<file path="config.mk">
export PLATFORM = sky130hd
export DESIGN_NAME = pir_light_controller
export DESIGN_NICKNAME = d
export VERILOG_FILES = /design/src/rtl/pir_ctrl_pkg.sv /design/src/rtl/pir_debounce.sv /design/src/rtl/pir_light_controller.sv
export SDC_FILE = /design/constraint.sdc
export NUM_CORES = 1
export LEC_CHECK = 0
export CAP_MARGIN = 20
export CORE_MARGIN = 5
export CORE_UTILIZATION = 40
export DETAILED_ROUTE_END_ITERATION = 16
export GPL_ROUTABILITY_DRIVEN = 0
export GPL_TIMING_DRIVEN = 0
export PLACE_DENSITY = 0.65
export SETUP_SLACK_MARGIN = 0.05
export SLEW_MARGIN = 5
export SYNTH_ARGS = -nofsm -noshare
export SYNTH_HDL_FRONTEND = slang
export SYNTH_SLANG_ARGS = --single-unit
</file>
<file path="constraint.sdc">
create_clock -name clk -period 3.2 [get_ports clk]
set_clock_uncertainty 0.1 [all_clocks]
set_input_delay 0.96 -clock clk [delete_from_list [all_inputs] [get_ports clk]]
set_output_delay 0.96 -clock clk [all_outputs]
set_load 0.02 [all_outputs]
</file>
<file path="src/rtl/pir_ctrl_pkg.sv">
// rtl/pir_ctrl_pkg.sv - shared state encoding and default timing constants for the PIR light controller
package pir_ctrl_pkg;

    localparam int STATE_W = 2;

    typedef enum logic [STATE_W-1:0] {
        ST_WARMUP   = 2'd0,
        ST_IDLE     = 2'd1,
        ST_ACTIVE   = 2'd2,
        ST_COOLDOWN = 2'd3
    } pir_state_e;

    // Defaults for a 32 MHz system clock
    localparam int DEF_DEBOUNCE_LEN    = 4;
    localparam int DEF_WARMUP_CYCLES   = 960_000_000;
    localparam int DEF_HOLD_CYCLES     = 320_000_000;
    localparam int DEF_BLINK_HALF      = 16_000_000;
    localparam int DEF_COOLDOWN_CYCLES = 64_000_000;
    localparam int DEF_CNT_W           = 32;
    localparam int DEF_EVT_W           = 16;

endpackage

</file>
<file path="src/rtl/pir_debounce.sv">
// rtl/pir_debounce.sv - PIR input synchroniser, shift-register debouncer and rising-edge pulse
module pir_debounce #(
    parameter int DEBOUNCE_LEN = 4
) (
    input  logic clk,
    input  logic rst_n,
    input  logic pir_i,
    output logic level_o,
    output logic pulse_o
);

    logic [1:0]              sync_q;
    logic [DEBOUNCE_LEN-1:0] sh_q;
    logic [DEBOUNCE_LEN-1:0] sh_d;
    logic                    level_q;
    logic                    level_d;
    logic                    prev_q;
    logic                    pulse_q;

    // Level is decided on the incoming shift value so the total latency is sync depth plus window length
    always_comb begin
        sh_d    = {sh_q[DEBOUNCE_LEN-2:0], sync_q[1]};
        level_d = level_q;
        if (&sh_d) begin
            level_d = 1'b1;
        end else if (~|sh_d) begin
            level_d = 1'b0;
        end
    end

    // Synchroniser, debounce window, level and a one-cycle-delayed rising-edge pulse
    always_ff @(posedge clk) begin
        if (!rst_n) begin
            sync_q  <= '0;
            sh_q    <= '0;
            level_q <= 1'b0;
            prev_q  <= 1'b0;
            pulse_q <= 1'b0;
        end else begin
            sync_q  <= {sync_q[0], pir_i};
            sh_q    <= sh_d;
            level_q <= level_d;
            prev_q  <= level_q;
            pulse_q <= level_q & ~prev_q;
        end
    end

    assign level_o = level_q;
    assign pulse_o = pulse_q;

endmodule

</file>
<file path="src/rtl/pir_light_controller.sv">
// rtl/pir_light_controller.sv - warm-up, retriggerable blinking hold and cooldown sequencing of the PIR LED
module pir_light_controller
    import pir_ctrl_pkg::*;
#(
    parameter int DEBOUNCE_LEN    = DEF_DEBOUNCE_LEN,
    parameter int WARMUP_CYCLES   = DEF_WARMUP_CYCLES,
    parameter int HOLD_CYCLES     = DEF_HOLD_CYCLES,
    parameter int BLINK_HALF      = DEF_BLINK_HALF,
    parameter int COOLDOWN_CYCLES = DEF_COOLDOWN_CYCLES,
    parameter int CNT_W           = DEF_CNT_W,
    parameter int EVT_W           = DEF_EVT_W
) (
    input  logic               clk,
    input  logic               rst_n,
    input  logic               pir_output,
    input  logic               enable,
    output logic               internal_led,
    output logic               motion_level,
    output logic               motion_pulse,
    output logic [STATE_W-1:0] state,
    output logic [EVT_W-1:0]   event_count
);

    localparam logic [CNT_W-1:0] WARM_TC  = CNT_W'(WARMUP_CYCLES - 1);
    localparam logic [CNT_W-1:0] HOLD_TC  = CNT_W'(HOLD_CYCLES - 1);
    localparam logic [CNT_W-1:0] BLINK_TC = CNT_W'(BLINK_HALF - 1);
    localparam logic [CNT_W-1:0] COOL_TC  = CNT_W'(COOLDOWN_CYCLES - 1);

    pir_state_e       state_q, state_d;
    logic [CNT_W-1:0] timer_q, timer_d;
    logic [CNT_W-1:0] blink_q, blink_d;
    logic [EVT_W-1:0] evt_q, evt_d;
    logic             led_q, led_d;
    logic             level;

    pir_debounce #(
        .DEBOUNCE_LEN(DEBOUNCE_LEN)
    ) u_debounce (
        .clk    (clk),
        .rst_n  (rst_n),
        .pir_i  (pir_output),
        .level_o(level),
        .pulse_o(motion_pulse)
    );

    // State, shared timer, blink phase, event counter and LED registers
    always_ff @(posedge clk) begin
        if (!rst_n) begin
            state_q <= ST_WARMUP;
            timer_q <= '0;
            blink_q <= '0;
            evt_q   <= '0;
            led_q   <= 1'b0;
        end else begin
            state_q <= state_d;
            timer_q <= timer_d;
            blink_q <= blink_d;
            evt_q   <= evt_d;
            led_q   <= led_d;
        end
    end

    // Next state and shared timer; a retrigger in ACTIVE takes priority over hold expiry
    always_comb begin
        state_d = state_q;
        timer_d = timer_q;
        evt_d   = evt_q;
        case (state_q)
            ST_WARMUP: begin
                if (timer_q == WARM_TC) begin
                    state_d = ST_IDLE;
                    timer_d = '0;
                end else begin
                    timer_d = timer_q + CNT_W'(1);
                end
            end
            ST_IDLE: begin
                timer_d = '0;
                if (enable && level) begin
                    state_d = ST_ACTIVE;
                    if (evt_q != {EVT_W{1'b1}}) begin
                        evt_d = evt_q + EVT_W'(1);
                    end
                end
            end
            ST_ACTIVE: begin
                if (!enable) begin
                    state_d = ST_IDLE;
                    timer_d = '0;
                end else if (level) begin
                    timer_d = '0;
                end else if (timer_q == HOLD_TC) begin
                    state_d = ST_COOLDOWN;
                    timer_d = '0;
                end else begin
                    timer_d = timer_q + CNT_W'(1);
                end
            end
            ST_COOLDOWN: begin
                if (!enable || (timer_q == COOL_TC)) begin
                    state_d = ST_IDLE;
                    timer_d = '0;
                end else begin
                    timer_d = timer_q + CNT_W'(1);
                end
            end
            default: begin
                state_d = ST_WARMUP;
                timer_d = '0;
            end
        endcase
    end

    // LED and blink phase: on at ACTIVE entry, toggled each half period, off outside ACTIVE
    always_comb begin
        blink_d = '0;
        led_d   = 1'b0;
        if (state_d == ST_ACTIVE) begin
            if (state_q != ST_ACTIVE) begin
                led_d = 1'b1;
            end else if (blink_q == BLINK_TC) begin
                led_d = ~led_q;
            end else begin
                led_d   = led_q;
                blink_d = blink_q + CNT_W'(1);
            end
        end
    end

    assign internal_led = led_q;
    assign motion_level = level;
    assign state        = state_q;
    assign event_count  = evt_q;

endmodule

</file>
Word level (Yosys, flattened, before mapping)
Cells that the tools add are included.
{"block": "totals", "regBits": 91, "in_bits": 4, "out_inout_bits": 21, "elab_cells": 56}
{"block": "classes", "addsub": 3, "n_eq_ne": 11, "muxes": 17, "n_bitwise": 5, "reduce_logical": 10}
{"op": "$mux W32", "n": 5}
{"op": "$pmux W32 S4", "n": 1}
{"op": "$add A32 B1 Y32 const B", "n": 2}
{"op": "$eq A32 B24 Y1 const B", "n": 1}
{"op": "$eq A32 B26 Y1 const B", "n": 1}
{"op": "$eq A32 B29 Y1 const B", "n": 1}
{"op": "$eq A32 B30 Y1 const B", "n": 1}
{"op": "$add A16 B1 Y16 const B", "n": 1}
{"op": "$ne A16 B16 Y1 const B", "n": 1}
{"op": "$mux W2", "n": 6}
{"op": "$pmux W2 S4", "n": 1}
{"op": "$reduce_or A4 Y1", "n": 2}
{"op": "$eq A2 B2 Y1 const B", "n": 3}
{"op": "$mux W1", "n": 4}
{"op": "$not A1 Y1", "n": 4}
{"op": "$reduce_and A4 Y1", "n": 1}
{"op": "$reduce_and A3 Y1", "n": 1}
{"op": "$eq A2 B1 Y1 const B", "n": 1}
{"op": "$logic_not A2 Y1", "n": 1}
{"op": "$ne A2 B1 Y1 const B", "n": 1}
{"op": "$ne A2 B2 Y1 const B", "n": 1}
{"op": "$reduce_and A2 Y1", "n": 1}
{"op": "$reduce_bool A2 Y1", "n": 1}
{"op": "$and A1 B1 Y1", "n": 1}
{"op": "other kinds (3)", "n": 3}

Depth between registers and ports, before layout
Gate-level depths: netlist (run 1).
{"block": "depth", "ltp_word": 8, "depth_mapped": 8, "mapped_depth_nobuf": 6}

By module
Synthesis (run 1) repeated with hierarchy kept, for this count alone.
{"block": "hier_totals", "cells_unflattened": 490, "hier_area_um2": 4320.4}
{"mod": "pir_light_controller", "n_inst": 1, "cells_per_inst": 471, "area_per_inst_um2": 4077.7, "seq_area_each_um2": 1661.6}
{"mod": "pir_debounce", "n_inst": 1, "cells_per_inst": 19, "area_per_inst_um2": 242.7, "seq_area_each_um2": 160.2}

Worst setup path after synthesis (run 1)
Ideal clock, no wire load.
{"block": "synth_path", "path_type": "in2reg", "start": "input port enable", "end": "register evt_q[15] (netlist: event_count[15])", "setup_time_ns": 0.071, "arrival_time_ns": 2.127, "required_ns": 3.029, "slack_ns": 0.902, "path_stages": 6, "n_path_buf": 1, "cell_sequence": "and4b_1 -> buf_2 -> nand3_1 -> or3b_1 -> or3_1 -> a21oi_1"}
{"block": "synth_between", "elab_chain_len": 2}
{"element": "from (decl)", "line": "pir_light_controller.sv:16", "source": "input logic enable,"}
{"element": "$logic_and A1 B1 Y1", "line": "pir_light_controller.sv:79", "source": "if (enable && level) begin"}
{"element": "$reduce_and A3 Y1 (no line)"}
{"element": "to (signal assigned)", "line": "pir_light_controller.sv:58", "source": "evt_q <= evt_d;"}
{"element": "to (decl)", "line": "pir_light_controller.sv:32", "source": "logic [EVT_W-1:0] evt_q, evt_d;"}
Every way passes these cells.
A chain may end at the register's enable or synchronous reset.

Final worst setup path (run 1)
Ends and elaborated chain as after synthesis.

==> metrics, run 1 <==
Synth Warn #=0; Mapped Cells=490; peak fanout along the critical path=7; Peak VDD IR=0.262 mV; Pwr Density=between 300 and 400 nW/µm²; vias in the first global route=3322; Post-DP Area=4690 µm²; Slew Viols, Final=0; Achievable Freq=376 MHz; layout cell share with drive strength beyond 1=7.75%; Reg-to-Reg Start=timer_q[0]$_SDFF_PN0_; worst slew pin tran=537 ps; Mapped Area=4280 µm²; register area share after synthesis=42.6%; Unique masters post-synth=51; area grow syn2layout=13.5%; Commonest cells post-synth=dfxtp_1 (91), nor2_1 (88), xnor2_1 (50); cell leakage power=about 1.5 nW; DRT Pass-1 Iters=4; hold buffers post-CTS=0; Final min period=between 2000 and 3000 ps; global-route wire length before repair=around 15000 µm; Die Y=approximately 110 µm; initial core utilization=between 40% and 50%; die footprint=around 13000 µm²; kind of critical path=in -> reg; worst path required time=3400 ps; CTS Buf Count=9; post_cts resized=0; worst slack, placed=150 ps; RSZ-0062 raised after global routing=false; Worst Path Arrival=2860 ps; Layout fillers=between 1000 and 1500; hold endpoint=u_debounce.pulse_o$_SDFF_PN0_; nets=532; routed vias/inst=5.13; Global Route Usage Sum=roughly 14%; FP Rows=37; drt initial violations=approximately 150; Most used DFF post-synth=dfxtp_1; post-route setup slack=541 ps; Worst Reg-to-Reg Cells=7; Clock Path Buffers=2; # port buffers=24; Hold Path Class=reg -> reg; # diodes=0; post-route ant nets=0; largest cells by area after synthesis=dfxtp_1 (43%), xnor2_1 (10%), nor2_1 (7.7%); top-level I/O count=25; hpwl dp=6200 µm; H-tree depth=3; wire per inst=13.0 µm; GRT overflow=0; period utilization=83.1%; Worst setup EP type=flip-flop; final hold vios=0; Worst Hold Launch=u_debounce.prev_q$_SDFF_PN0_; clk slew on worst S/H paths=~90 ps; Post-synth EDFFs=0; WHS=288 ps; most numerous cell in the Yosys netlist=dfxtp_1; clock tree sinks=~90; syn nets=497; Post-synth ARST share=0%; Slew Limit Headroom=approximately 64%; design area=4850 µm²; Placeable Area=a little over 10000 µm²; worst reg2reg setup slack=950 ps; Sum Neg Setup Slack=0 ps; post-CTS setup buffers=0; hold path cells=1; area leader, netlist=dfxtp_1; Max Cap Violations=0; RR Endpoint=blink_q[8]$_SDFF_PP0_; antenna violations before repair=0; mean post-synth cell area=8.73 µm²; outcome=finished clean; Routed Wire Length=8620 µm; routed vias=3413; insertion delay to the later sink of the worst-skew pair=380 ps; Final Util=46.8%; CTS tree=built; startpoint class of the critical path=input port; Final setup violation count=0; # DRC=0; Root Buffer=clkbuf_8; FF+latch count, synth=91; pin count of the biggest net entering global routing=16; Die W=113 µm; Synth top area share=42.6%
==> report_power, final <==
part	leakage [nW]	switching [W]	internal (W)
registers	0.734	0.00000359	0.00114
clock network	0.0896	0.000412	0.000280
logic	0.684	0.0000177	0.0000130
==> cell usage in the layout, fill, tap and decap left out, types with 11 or more instances in the layout <==
master	instances
dfxtp_1	91
nor2_1	88
xnor2_1	50
nand2_1	31
nand3_1	25
clkdlybuf4s50_1	24
nor3_1	23
nand4_1	19
xor2_1	19
and4_1	14
inv_1	13
nor4_1	13
and2_1	11
==> stage by stage <==
stage	std cells	power [W]
after detailed placement	650	0.00120
after global placement	650	0.00120
after global routing	665	0.00194
after CTS	665	0.00189
after floorplan	490	0.00119
final	665	0.00186
==> layer usage <==
metal	up-vias	track usage [%]	wire length, µm	share of wire [%]
met5	-	0	0	0
met4	0	4.81	149	1.7
met3	13	4.93	331	3.8
met2	48	23.4	3970	46
met1	1587	17.7	4170	48
li1	1765	-	-	-
==> logic make-up (layout without fill, tap and decap cells) <==
logic type	count (synthesis)	after routing	synth area share (%)
fa+ha+maj	3	3	0.877
flops	91	91	42.6
mux	1	1	0.234
xor+xnor	69	69	14.1
compound gates	31	31	5.44
buf+inv	30	69	3.60
simple gates	265	265	33.2
==> sequential cells by signal, indices dropped and copies added (netlist names), 2 cells and up <==
register,flops
blink_q,32
event_count,16
state,2
timer_q,32
u_debounce.sh_q,3
u_debounce.sync_q,2
==> worst max path at each step <==
stage / cells past startpoint / slack, ps / startpoint / end
2_1_floorplan: 6 / 900 / enable / event_count[15]$_SDFFE_PN0P_
3_3_place_gp: 7 / 170 / enable / event_count[15]$_SDFFE_PN0P_
3_5_place_dp: 7 / 150 / enable / event_count[15]$_SDFFE_PN0P_
4_1_cts: 7 / 560 / enable / event_count[15]$_SDFFE_PN0P_
5_1_grt: 7 / 430 / enable / event_count[15]$_SDFFE_PN0P_
6_report: 7 / 540 / enable / event_count[15]$_SDFFE_PN0P_
==> critical path, stage by stage <==
cell and delay [ps]:
clkdlybuf4s50_1 580, and4b_1 210, buf_2 150, nand3_1 100
or3b_1 410, or3_1 320, a21oi_1 140
==> cell type report <==
type / instances / area, µm² / share of cell area, %
buffer: 16 / 101 / 2.09
clock buffer: 9 / 124 / 2.55
clock inverter: 6 / 41.3 / 0.851
inverter: 14 / 52.6 / 1.08
multi-input combinational: 369 / 2300 / 47.4
sequential: 91 / 1820 / 37.5
tap: 136 / 170 / 3.51
timing repair buffer: 24 / 240 / 4.95
No activity file was read; power rests on OpenSTA's default activity.
==> run 2: changes to the inputs <==
- clock period: 3.2 -> 2.6 ns (I/O delays scaled with it)
==> run 2 against run 1 <==
- final cell count unchanged
- die area unchanged
- highest routed layer unchanged
- critical endpoint is now motion_level
- via count is essentially flat
- core utilization is essentially flat
- first-iteration DRC count unchanged
==> metrics, run 2 (synthesis gave the netlist of run 1 again) <==
delay of the slowest critical-path stage=660 ps; worst slack, placed=-270 ps; post-route ant nets=0; FP Rows=37; Routed Wire Length=8600 µm; nets=532; vias in the first global route=3322; placed cell count=650; area grow syn2layout=13.5%; wire per inst=12.9 µm; CTS Buf Count=9; clk slew on worst S/H paths=90 ps; Worst Path Arrival=1520 ps; hold buffers post-CTS=0; worst slew pin tran=around 540 ps; die footprint=approximately 13000 µm²; Post-DP Area=4690 µm²; Die Y=roughly 110 µm; initial core utilization=41.3%; DRT Pass-1 Iters=4; Global Route Usage Sum=14.3%; Clock Path Buffers=2; hpwl dp=around 6200 µm; design area=approximately 5000 µm²; Final Util=46.8%; Final setup violation count=0; Placeable Area=10400 µm²; Worst setup EP type=output port; CP bufs+invs=1; global-route wire length before repair=between 15000 and 20000 µm; CP max stage cell=clkdlybuf4s50_1; critical path cell sequence=clkdlybuf4s50_1; period utilization=92.4%; Sum Neg Setup Slack=0 ps; final hold vios=0; insertion delay to the later sink of the worst-skew pair=roughly 380 ps; Final min period=2400 ps; Hold Path Class=reg -> reg; Achievable Freq=about 420 MHz; kind of critical path=reg -> out; Reg area=approximately 1800 µm²; GRT overflow=0; drt initial violations=149; Slew Limit Headroom=a little under two thirds; commonest non-fill, non-tap cell in the layout=dfxtp_1; Max Cap Violations=0; Root Buffer=clkbuf_8; Pwr Density=between 400 and 500 nW/µm²; commonest cells after routing, fill and taps aside=dfxtp_1 (91), nor2_1 (88), xnor2_1 (50); H-tree depth=3; Top Family by Delay on Critical Path=buffers and inverters; Peak VDD IR=roughly 0.32 mV; Die W=113 µm; area of the multi-input gates=2300 µm²; post-route setup slack=196 ps; routed vias=3415; antenna violations before repair=0; # DRC=0; Slew Viols, Final=0; # diodes=0; pin count of the biggest net entering global routing=16; routed vias/inst=5.14; final std cells w/o fill=about 670; cell leakage power=1.52 nW; CTS tree=built; worst path required time=1720 ps; startpoint class of the critical path=flip-flop; # port buffers=24; RSZ-0062 raised after global routing=false; peak fanout along the critical path=9; top-level I/O count=25; Layout fillers=1006; outcome=finished clean; clock tree sinks=91; layout cell share with drive strength beyond 1=7.75%
-- run 2: worst paths after layout --
check,startpoint,endpoint,slack [ps],depth (start not counted)
hold reg to reg,u_debounce.prev_q$_SDFF_PN0_,u_debounce.pulse_o$_SDFF_PN0_,290,1
setup / recovery,u_debounce.level_o$_SDFFE_PN0P_,motion_level,200,1
hold / removal,u_debounce.prev_q$_SDFF_PN0_,u_debounce.pulse_o$_SDFF_PN0_,290,1
setup reg to reg,timer_q[0]$_SDFF_PN0_,blink_q[8]$_SDFF_PP0_,350,7
-- run 2: metal layers --
metal / track usage [%] / share of wire, %
met5: 0 / 0
met4: 4.81 / 1.7
met3: 4.93 / 4.0
met2: 23.4 / 46
met1: 17.7 / 48
-- run 2: cell type report --
class	instances	area share [%]
clock buffer	9	2.55
multi-input combinational	369	47.4
clock inverter	6	0.850
buffer	16	2.09
timing repair buffer	24	5.00
sequential	91	37.5
inverter	14	1.08
tap	136	3.50
-- run 2: timing repair --
action                                 4_1_cts  5_1_grt
setup endpoints to repair                    0        2
resized for setup                            0        1
endpoints found under the hold margin        0        0
setup buffers                                0        0
-- run 2: power by group --
group          leakage (nW)  switching (W)  internal [W]
sequential            0.734     0.00000440       0.00140
clock                0.0896       0.000507      0.000345
combinational         0.693      0.0000218     0.0000158
total                  1.52       0.000533       0.00176
-- run 2: metrics by stage --
stage,hold WS (ps),total power [W]
2_1_floorplan,267,0.00146
3_3_place_gp,275,0.00147
3_5_place_dp,279,0.00147
4_1_cts,292,0.00233
5_1_grt,337,0.00239
6_report,288,0.00229
